`config.mk`:
```
export PLATFORM = sky130hd
export DESIGN_NAME = mult_arbiter
export DESIGN_NICKNAME = d
export VERILOG_FILES = /design/src/rtl/mult_arb_pkg.sv /design/src/rtl/mult_arbiter_rr_arb2.sv /design/src/rtl/mult_arbiter.sv
export SDC_FILE = /design/constraint.sdc
export NUM_CORES = 1
export LEC_CHECK = 0
export ABC_CLOCK_PERIOD_IN_PS = 2000
export BUFFER_PORTS_ARGS = -buffer_cell sky130_fd_sc_hd__buf_2
export CAP_MARGIN = 15
export CORE_AREA = 2 2 117 119
export CTS_CLUSTER_SIZE = 12
export DETAILED_ROUTE_END_ITERATION = 8
export DIE_AREA = 0 0 119 121
export PLACE_DENSITY = 0.74
export SLEW_MARGIN = 20
export SYNTH_ARGS = -nofsm -noshare
export SYNTH_HDL_FRONTEND = slang
export SYNTH_HIERARCHICAL = 1
export SYNTH_SLANG_ARGS = --single-unit
```
`constraint.sdc`:
```
create_clock -name clk -period 2 [get_ports clk]
set_input_delay 0.4 -clock clk [delete_from_list [all_inputs] [get_ports clk]]
set_output_delay 0.4 -clock clk [all_outputs]
set_load 0.01 [all_outputs]
```
`src/rtl/mult_arb_pkg.sv`:
```
// -----------------------------------------------------------------------------
// mult_arb_pkg
// Shared definitions for the two-requester multiplier front-end arbiter:
// FSM state encoding, operand/counter widths and the default WAIT timeout.
// -----------------------------------------------------------------------------
package mult_arb_pkg;

    localparam int OP_W        = 32;  // operand / product width
    localparam int CNT_W       = 8;   // WAIT-cycle counter width
    localparam int TIMEOUT_DEF = 64;  // default WAIT cycles before error

    typedef enum logic [1:0] {
        IDLE = 2'd0,
        LOAD = 2'd1,
        WAIT = 2'd2,
        RESP = 2'd3
    } arb_state_e;

endpackage

```
`src/rtl/mult_arbiter_rr_arb2.sv`:
```
// -----------------------------------------------------------------------------
// rr_arb2
// Two-way round-robin selector. Purely combinational.
//   req        : request vector, bit N = requester N wants service
//   last_grant : index of the requester served most recently
//   grant      : one-hot grant (all zero when nobody requests)
// -----------------------------------------------------------------------------
module rr_arb2 (
    input  logic [1:0] req,
    input  logic       last_grant,
    output logic [1:0] grant
);

    // Sole requester wins; on contention the one not served last wins.
    always_comb begin
        grant = 2'b00;
        if (req == 2'b11) begin
            if (last_grant) begin
                grant = 2'b01;
            end else begin
                grant = 2'b10;
            end
        end else begin
            grant = req;
        end
    end

endmodule

```
`src/rtl/mult_arbiter.sv`:
```
// -----------------------------------------------------------------------------
// mult_arbiter
// Shares one external sequential multiplier between two requesters.
// Flow per operation: IDLE (accept) -> LOAD (mult_reset pulse) -> WAIT
// (poll mult_rdy, bounded by TIMEOUT) -> RESP (hold result until consumed).
// Ports:
//   clk, resetn                 : clock, asynchronous active-low reset
//   reqN_valid/ready/a/b        : operand request channel of requester N
//   rspN_valid/ready/p/err      : result channel of requester N
//   mult_reset, mult_a, mult_b  : load/reset and operands to the multiplier
//   mult_p, mult_rdy            : product and done flag from the multiplier
//   busy                        : an operation is in flight (not IDLE)
//   grant_id                    : owner of the current/last operation
// -----------------------------------------------------------------------------
module mult_arbiter
    import mult_arb_pkg::*;
#(
    parameter int TIMEOUT = TIMEOUT_DEF
) (
    input  logic            clk,
    input  logic            resetn,
    input  logic            req0_valid,
    output logic            req0_ready,
    input  logic [OP_W-1:0] req0_a,
    input  logic [OP_W-1:0] req0_b,
    input  logic            req1_valid,
    output logic            req1_ready,
    input  logic [OP_W-1:0] req1_a,
    input  logic [OP_W-1:0] req1_b,
    output logic            rsp0_valid,
    input  logic            rsp0_ready,
    output logic [OP_W-1:0] rsp0_p,
    output logic            rsp0_err,
    output logic            rsp1_valid,
    input  logic            rsp1_ready,
    output logic [OP_W-1:0] rsp1_p,
    output logic            rsp1_err,
    output logic            mult_reset,
    output logic [OP_W-1:0] mult_a,
    output logic [OP_W-1:0] mult_b,
    input  logic [OP_W-1:0] mult_p,
    input  logic            mult_rdy,
    output logic            busy,
    output logic            grant_id
);

    localparam logic [CNT_W-1:0] CNT_ZERO     = '0;
    localparam logic [CNT_W-1:0] CNT_ONE      = CNT_W'(1);
    // Count value seen in the last permitted WAIT cycle.
    localparam logic [CNT_W-1:0] TIMEOUT_LAST = CNT_W'(TIMEOUT - 1);

    arb_state_e       state_r;
    logic [CNT_W-1:0] wait_cnt_r;
    logic             last_grant_r;
    logic             grant_id_r;
    // Set only once the FSM has seen a clock edge in IDLE, so no request
    // is offered ready straight out of reset.
    logic             idle_r;
    logic             mult_reset_r;
    logic             busy_r;
    logic [OP_W-1:0]  mult_a_r;
    logic [OP_W-1:0]  mult_b_r;
    logic [OP_W-1:0]  rsp_p_r;
    logic             rsp_err_r;
    logic [1:0]       rsp_valid_r;

    logic [1:0]       req_valid_s;
    logic [1:0]       arb_grant_s;
    logic [1:0]       req_ready_s;
    logic [1:0]       rsp_ready_s;
    logic             accept_s;
    logic             accept_id_s;
    logic [OP_W-1:0]  sel_a_s;
    logic [OP_W-1:0]  sel_b_s;
    logic             timeout_s;
    logic             rsp_done_s;

    assign req_valid_s = {req1_valid, req0_valid};
    assign rsp_ready_s = {rsp1_ready, rsp0_ready};

    rr_arb2 u_rr_arb2 (
        .req        (req_valid_s),
        .last_grant (last_grant_r),
        .grant      (arb_grant_s)
    );

    // Acceptance decode: ready only for the arbitration winner while idle.
    always_comb begin
        req_ready_s = 2'b00;
        if (idle_r) begin
            req_ready_s = arb_grant_s;
        end else begin
            req_ready_s = 2'b00;
        end
        accept_s    = |req_ready_s;
        accept_id_s = req_ready_s[1];
        if (accept_id_s) begin
            sel_a_s = req1_a;
            sel_b_s = req1_b;
        end else begin
            sel_a_s = req0_a;
            sel_b_s = req0_b;
        end
        timeout_s  = (wait_cnt_r == TIMEOUT_LAST);
        rsp_done_s = rsp_ready_s[grant_id_r];
    end

    // Main FSM with all registered outputs.
    always_ff @(posedge clk or negedge resetn) begin
        if (!resetn) begin
            state_r      <= IDLE;
            wait_cnt_r   <= CNT_ZERO;
            last_grant_r <= 1'b1;
            grant_id_r   <= 1'b0;
            idle_r       <= 1'b0;
            mult_reset_r <= 1'b1;
            busy_r       <= 1'b0;
            mult_a_r     <= '0;
            mult_b_r     <= '0;
            rsp_p_r      <= '0;
            rsp_err_r    <= 1'b0;
            rsp_valid_r  <= 2'b00;
        end else begin
            case (state_r)
                IDLE: begin
                    if (accept_s) begin
                        state_r      <= LOAD;
                        mult_a_r     <= sel_a_s;
                        mult_b_r     <= sel_b_s;
                        grant_id_r   <= accept_id_s;
                        last_grant_r <= accept_id_s;
                        mult_reset_r <= 1'b1;
                        busy_r       <= 1'b1;
                        idle_r       <= 1'b0;
                        wait_cnt_r   <= CNT_ZERO;
                    end else begin
                        mult_reset_r <= 1'b0;
                        idle_r       <= 1'b1;
                    end
                end
                LOAD: begin
                    state_r      <= WAIT;
                    mult_reset_r <= 1'b0;
                    wait_cnt_r   <= CNT_ZERO;
                end
                WAIT: begin
                    // Count zero is the first WAIT cycle: any rdy there may
                    // be left over from the previous operation.
                    if ((wait_cnt_r != CNT_ZERO) && mult_rdy) begin
                        state_r     <= RESP;
                        rsp_p_r     <= mult_p;
                        rsp_err_r   <= 1'b0;
                        rsp_valid_r <= grant_id_r ? 2'b10 : 2'b01;
                    end else if (timeout_s) begin
                        state_r     <= RESP;
                        rsp_p_r     <= '0;
                        rsp_err_r   <= 1'b1;
                        rsp_valid_r <= grant_id_r ? 2'b10 : 2'b01;
                    end else begin
                        wait_cnt_r  <= wait_cnt_r + CNT_ONE;
                    end
                end
                RESP: begin
                    if (rsp_done_s) begin
                        state_r     <= IDLE;
                        rsp_valid_r <= 2'b00;
                        busy_r      <= 1'b0;
                        idle_r      <= 1'b1;
                    end else begin
                        state_r     <= RESP;
                    end
                end
                default: begin
                    state_r      <= IDLE;
                    rsp_valid_r  <= 2'b00;
                    busy_r       <= 1'b0;
                    idle_r       <= 1'b0;
                    mult_reset_r <= 1'b0;
                end
            endcase
        end
    end

    assign req0_ready = req_ready_s[0];
    assign req1_ready = req_ready_s[1];
    assign rsp0_valid = rsp_valid_r[0];
    assign rsp1_valid = rsp_valid_r[1];
    assign rsp0_p     = rsp_p_r;
    assign rsp1_p     = rsp_p_r;
    assign rsp0_err   = rsp_err_r;
    assign rsp1_err   = rsp_err_r;
    assign mult_reset = mult_reset_r;
    assign mult_a     = mult_a_r;
    assign mult_b     = mult_b_r;
    assign busy       = busy_r;
    assign grant_id   = grant_id_r;

endmodule

```
# Word level (Yosys, flattened, before mapping)
# Index checks and enable logic that the tools add are counted.
word_totals:
  ff_bits: 114
  out_inout_bits: 137
  elab_cells: 73
classes:
  mux: 33
  n_eq_ne: 10
  n_reduce_logical: 16
  n_lt_le_gt_ge: 1
  add_sub_neg: 1
ops:
  columns: ["cell", "n"]
  rows:
  - ["32-bit two-way mux", 4]
  - ["8-bit two-way mux", 3]
  - ["8-bit case mux with 3 select lines", 1]
  - ["2-bit two-way mux", 11]
  - ["1-bit two-way mux", 9]
  - ["8-bit by 1-bit adder with 8-bit output, second input constant", 1]
  - ["8-bit by 6-bit equality test with 1-bit output, second input constant", 1]
  - ["2-bit != test, second input constant", 4]
  - ["2-bit case mux with 4 select lines", 1]
  - ["2-bit AND reduction", 4]
  - ["2-bit nonzero test", 4]
  - ["8-bit nonzero test", 1]
  - ["2-bit equality test, second input constant", 3]
  - ["1-bit case mux with 2 select lines", 3]
  - ["3-bit AND reduction", 2]
  - ["2-bit case mux with 2 select lines", 1]
  - ["4-bit AND reduction", 1]
  - ["3-bit != test, second input constant", 1]
  - ["3-bit nonzero test", 1]
  - ["2-bit by 1-bit equality test with 1-bit output, second input constant", 1]
  - ["2-bit logical NOT", 1]
  - ["1-bit by 2-bit < comparator with 1-bit output, second input constant", 1]
  - ["2-bit OR reduction", 1]
  - ["1-bit logical AND", 1]

# Longest topological paths before layout
depth:
  word_depth: 6
  depth_mapped: 8

# Hierarchy
# Netlist, hierarchy kept.
by_module_without_submodules:
  columns: ["module", "cells_per_inst", "n_inst", "seq_area_each_um2", "area_per_inst_um2"]
  rows:
  - ["mult_arbiter", 493, 1, 2855.2, 5298.8]
  - ["rr_arb2", 3, 1, 0.0, 18.8]

# Worst setup path after synthesis
# No wires, ideal clock.
synth_timing:
  path_type: "flip-flop to flip-flop"
  from: "reg wait_cnt_r[0]"
  to: "reg wait_cnt_r[3]"
  arrival_time_ps: 1763
  required_time_ps: 1913
  setup_slack_ps: 151
  period_less_slack_ps: 1849
  n_path_buf: 1
  stages_incl_launch_ff: 7
  path_cell_list: "dfrtp_1 ha_1 and3_1 and4_1 clkbuf_1 or4_1 o211ai_1"
synth_via:
  elab_chain_len: 4
synth_lines:
  columns: ["element", "line", "source"]
  rows:
  - ["from (decl)", "mult_arbiter.sv:53", "logic [CNT_W-1:0] wait_cnt_r;"]
  - ["from (signal assigned)", "mult_arbiter.sv:160", "wait_cnt_r <= wait_cnt_r + CNT_ONE;"]
  - ["8-bit by 1-bit adder with 8-bit output or 8-bit nonzero test (tied branches)", "mult_arbiter.sv:160, mult_arbiter.sv:149", null]
  - ["8-bit two-way mux or 1-bit logical AND (tied branches)", "mult_arbiter.sv:154, mult_arbiter.sv:149", null]
  - ["8-bit two-way mux or 2-bit != test (tied branches)", null, null]
  - ["8-bit case mux with 3 select lines or 4-bit AND reduction (tied branches)", null, null]
# Parallel ways exist; a longest one is shown, timed or not. The select of a mux whose other input is x is not followed.
# A chain may end at the register's enable or synchronous reset.

# Final worst setup path
layout_timing:
  from: "reg wait_cnt_r[1]"
  to: "reg wait_cnt_r[3]"
# The elaborated chain is that of the path after synthesis.

==> impl_metrics.ini <==
[cells_and_area]
drive_above_1_share_pct = 46.3
seq_area_sq_mm = 0.00286
area_growth_pct = 40.5
nFillCells = 1157
multi_input_area_sq_mm = 0.00207
fin_nets = 942
finalNonFillerCells = 960

[clock_network]
cts-htree-levels = 4
cts_max_path_buffers = 2
clk_latency_ns = 0.40
clockRootBuffer = clkbuf_16
numCtsBuffers = 17
cts_tree = yes
path_clk_slew_ns = 0.05
clock_sinks = 114

[worst_setup_path]
endpoint_kind = flop
rr_endpoint = wait_cnt_r[3]$_DFFE_PN0P_
cp.required_ns = 2.31
crit_path_max_fanout = 6
r2r_start = wait_cnt_r[1]$_DFFE_PN0P_
path_class = reg -> reg
ff2ff_setup_slack_ns = 0.10
cp.arrival_ns = 2.21
startpoint_type = flop
reg2reg_depth = 5

[route]
drt-total-wl_um = 14500
wl_met1_um = 5690
wl_met2_um = 7220
wl_per_cell_um = 15.1
vias = 4691
ant_nets = 0
highest_layer = met4
drt_iter0_drc = 108
drc = 0
dr.pass1.iters = 4
via_per_inst = 4.89
dr_wl_met3_um = 1260

[worst_hold_path]
holdPathEnd = rsp0_p[10]$_DFFE_PN0P_
min_from = mult_p[10]
hold_depth = 2
hold_class = in -> reg

[sta]
slew_headroom_pct = 72.0
tns_ns = 0
hold_viol_final = 0
setup_viol = 0
period_minus_slack_ns = 1.90
clock_skew_ns = 0.00996
timing.final.crit_share_pct = 94.9
worst_pin_slew_ns = 0.420
max_freq_mhz = 527
drv_slew = 0
grt_setup_unrepaired = false

[placed_design]
routabilityCongestion = 0.835
placed_cells = 929
dp_hpwl_um = 11000
numPortBuffers = 303

[synth]
syn-mean-instance-area_sq_um = 10.7
yosys.area.top_type = dfrtp_1
synth_fp_nets = 665
synth_seq_area_share_pct = 53.7
synth_cells = 496
synthDistinctLibCells = 46
synth_area_leaders = dfrtp_1 53%, mux2i_1 12%, o21ai_0 6.3%
yosysWarnings = 6
ys_ff_latch = 114
synthArstFlopShare_pct = 100
synth_ff_type = dfrtp_1
synth-edff-count = 0
synth_top_area_share_pct = 52.7
netlist_area_sq_mm = 0.00532

[grt]
grt_usage_pct = 20.4
grt_max_degree = 44
grt_pass1_wl_um = 22900
grt_pass1_vias = 4586
grt_remaining_overflow = 0
antenna_found_initial = 2

[run_status]
status = completed

[floorplan]
ioPinCount = 304
dieArea_sq_mm = 0.0144
rows = 42
initial_core_util_pct = 40.6
core_area_sq_mm = 0.0131
die_width_um = 119
die-height_um = 121

[job]
maxCapViolCount = 0

[power]
power_density_mw_per_mm2 = 1500
ir_drop_uv = 751
power.leakage_uw = 0.00422
## sequential cells by signal, indices dropped and copies added, names as in the netlist
register / cells
mult_a: 32
idle_r: 1
rsp0_p: 32
busy: 1
last_grant_r: 1
mult_b: 32
wait_cnt_r: 8
mult_reset: 1
rsp0_err: 1
grant_id: 1
state_r: 2
rsp_valid_r: 2
## where the power goes
part | switching (uW) | internal [uW]
logic | 2530 | 2120
registers | 658 | 3330
clock network | 962 | 1630
## cell usage after synthesis (2+ instances only)
cell type	n
a21oi_1	2
dfrtp_1	112
o211ai_1	4
and3_1	2
buf_2	5
nand3_1	6
clkbuf_1	20
nand4_1	2
and4_1	2
buf_1	4
or4_1	3
o31ai_1	3
a31oi_1	2
o21ai_0	67
ha_1	2
nor2_1	7
buf_4	36
o31a_1	2
o311ai_0	3
nand2_1	82
inv_1	8
mux2i_1	64
a22o_1	34
dfstp_2	2
## logic make-up after synthesis
kind of cell / synth area share (%)
compound gates: 16.4
fa+ha+maj: 0.471
buf+inv: 7.91
flops: 53.7
mux: 12.3
simple gates: 9.32
## worst max-delay path, stage by stage (launching register included)
cell,delay (ns)
dfrtp_1,0.42
ha_1,0.24
and3_1,0.24
and4_1,0.28
or4_1,0.48
o211ai_1,0.16
## what timing repair did
action | 4_1_cts | 5_1_grt
setup endpoints to repair | 0 | 2
resized for setup | 0 | 2
hold endpoints to repair | 23 | 0
hold buffers | 1 | 0
buffers inserted | 0 | 0
## metal layers
metal	track usage (%)	vias up
li1	-	2283
met1	23.2	2188
met2	34.1	199
met3	7.89	21
met4	8.93	0
met5	0	-
## through the flow
stage / hold WS (ns) / total power (uW) / cell area [sq um] / worst slack (ns) / utilization, %
after floorplan: 0.104 / 6940 / 5320 / 0.151 / -
after global placement: 0.352 / 8580 / 6940 / 0.140 / 53.1
after detailed placement: 0.350 / 8720 / 6940 / 0.108 / 53.1
after CTS: 0.199 / 11400 / 7460 / 0.0640 / 57.0
after global routing: 0.206 / 12000 / 7470 / 0.0512 / 57.1
final: 0.220 / 11200 / 7470 / 0.101 / 57.1
## area by class of cell
class                   count  share of cell area (%)
flip-flops and latches    114                    38.2
multi-input cells         308                    27.7
repair buffers            324                    23.8
clock buffers              21                    6.30
well taps                 176                    2.95
clock inverters             7                   0.503
inverters                   8                   0.402
diodes                      2                  0.0670
## placed cells by master, fill, tap and decap left out, drive strengths merged, types with 4 or more instances in the layout
| cell | count |
|---|---|
| dfrtp | 112 |
| inv | 8 |
| clkbuf | 21 |
| buf | 323 |
| o211ai | 4 |
| mux2i | 64 |
| o21ai | 69 |
| clkinv | 6 |
| nor2 | 7 |
| nand2 | 82 |
| nand3 | 6 |
| a22o | 34 |
## worst max-delay path by stage
stage,start,endpoint,slack (ns),cells after the start
floorplan,wait_cnt_r[0]$_DFFE_PN0P_,wait_cnt_r[3]$_DFFE_PN0P_,0.15,6
global placement,req1_valid,wait_cnt_r[1]$_DFFE_PN0P_,0.14,6
detailed placement,req0_valid,wait_cnt_r[1]$_DFFE_PN0P_,0.11,6
CTS,last_grant_r$_DFFE_PN1P_,req1_ready,0.06,5
global route,last_grant_r$_DFFE_PN1P_,req1_ready,0.05,5
finish,wait_cnt_r[1]$_DFFE_PN0P_,wait_cnt_r[3]$_DFFE_PN0P_,0.10,5
Note: power is estimated with default switching activity, not from simulation.
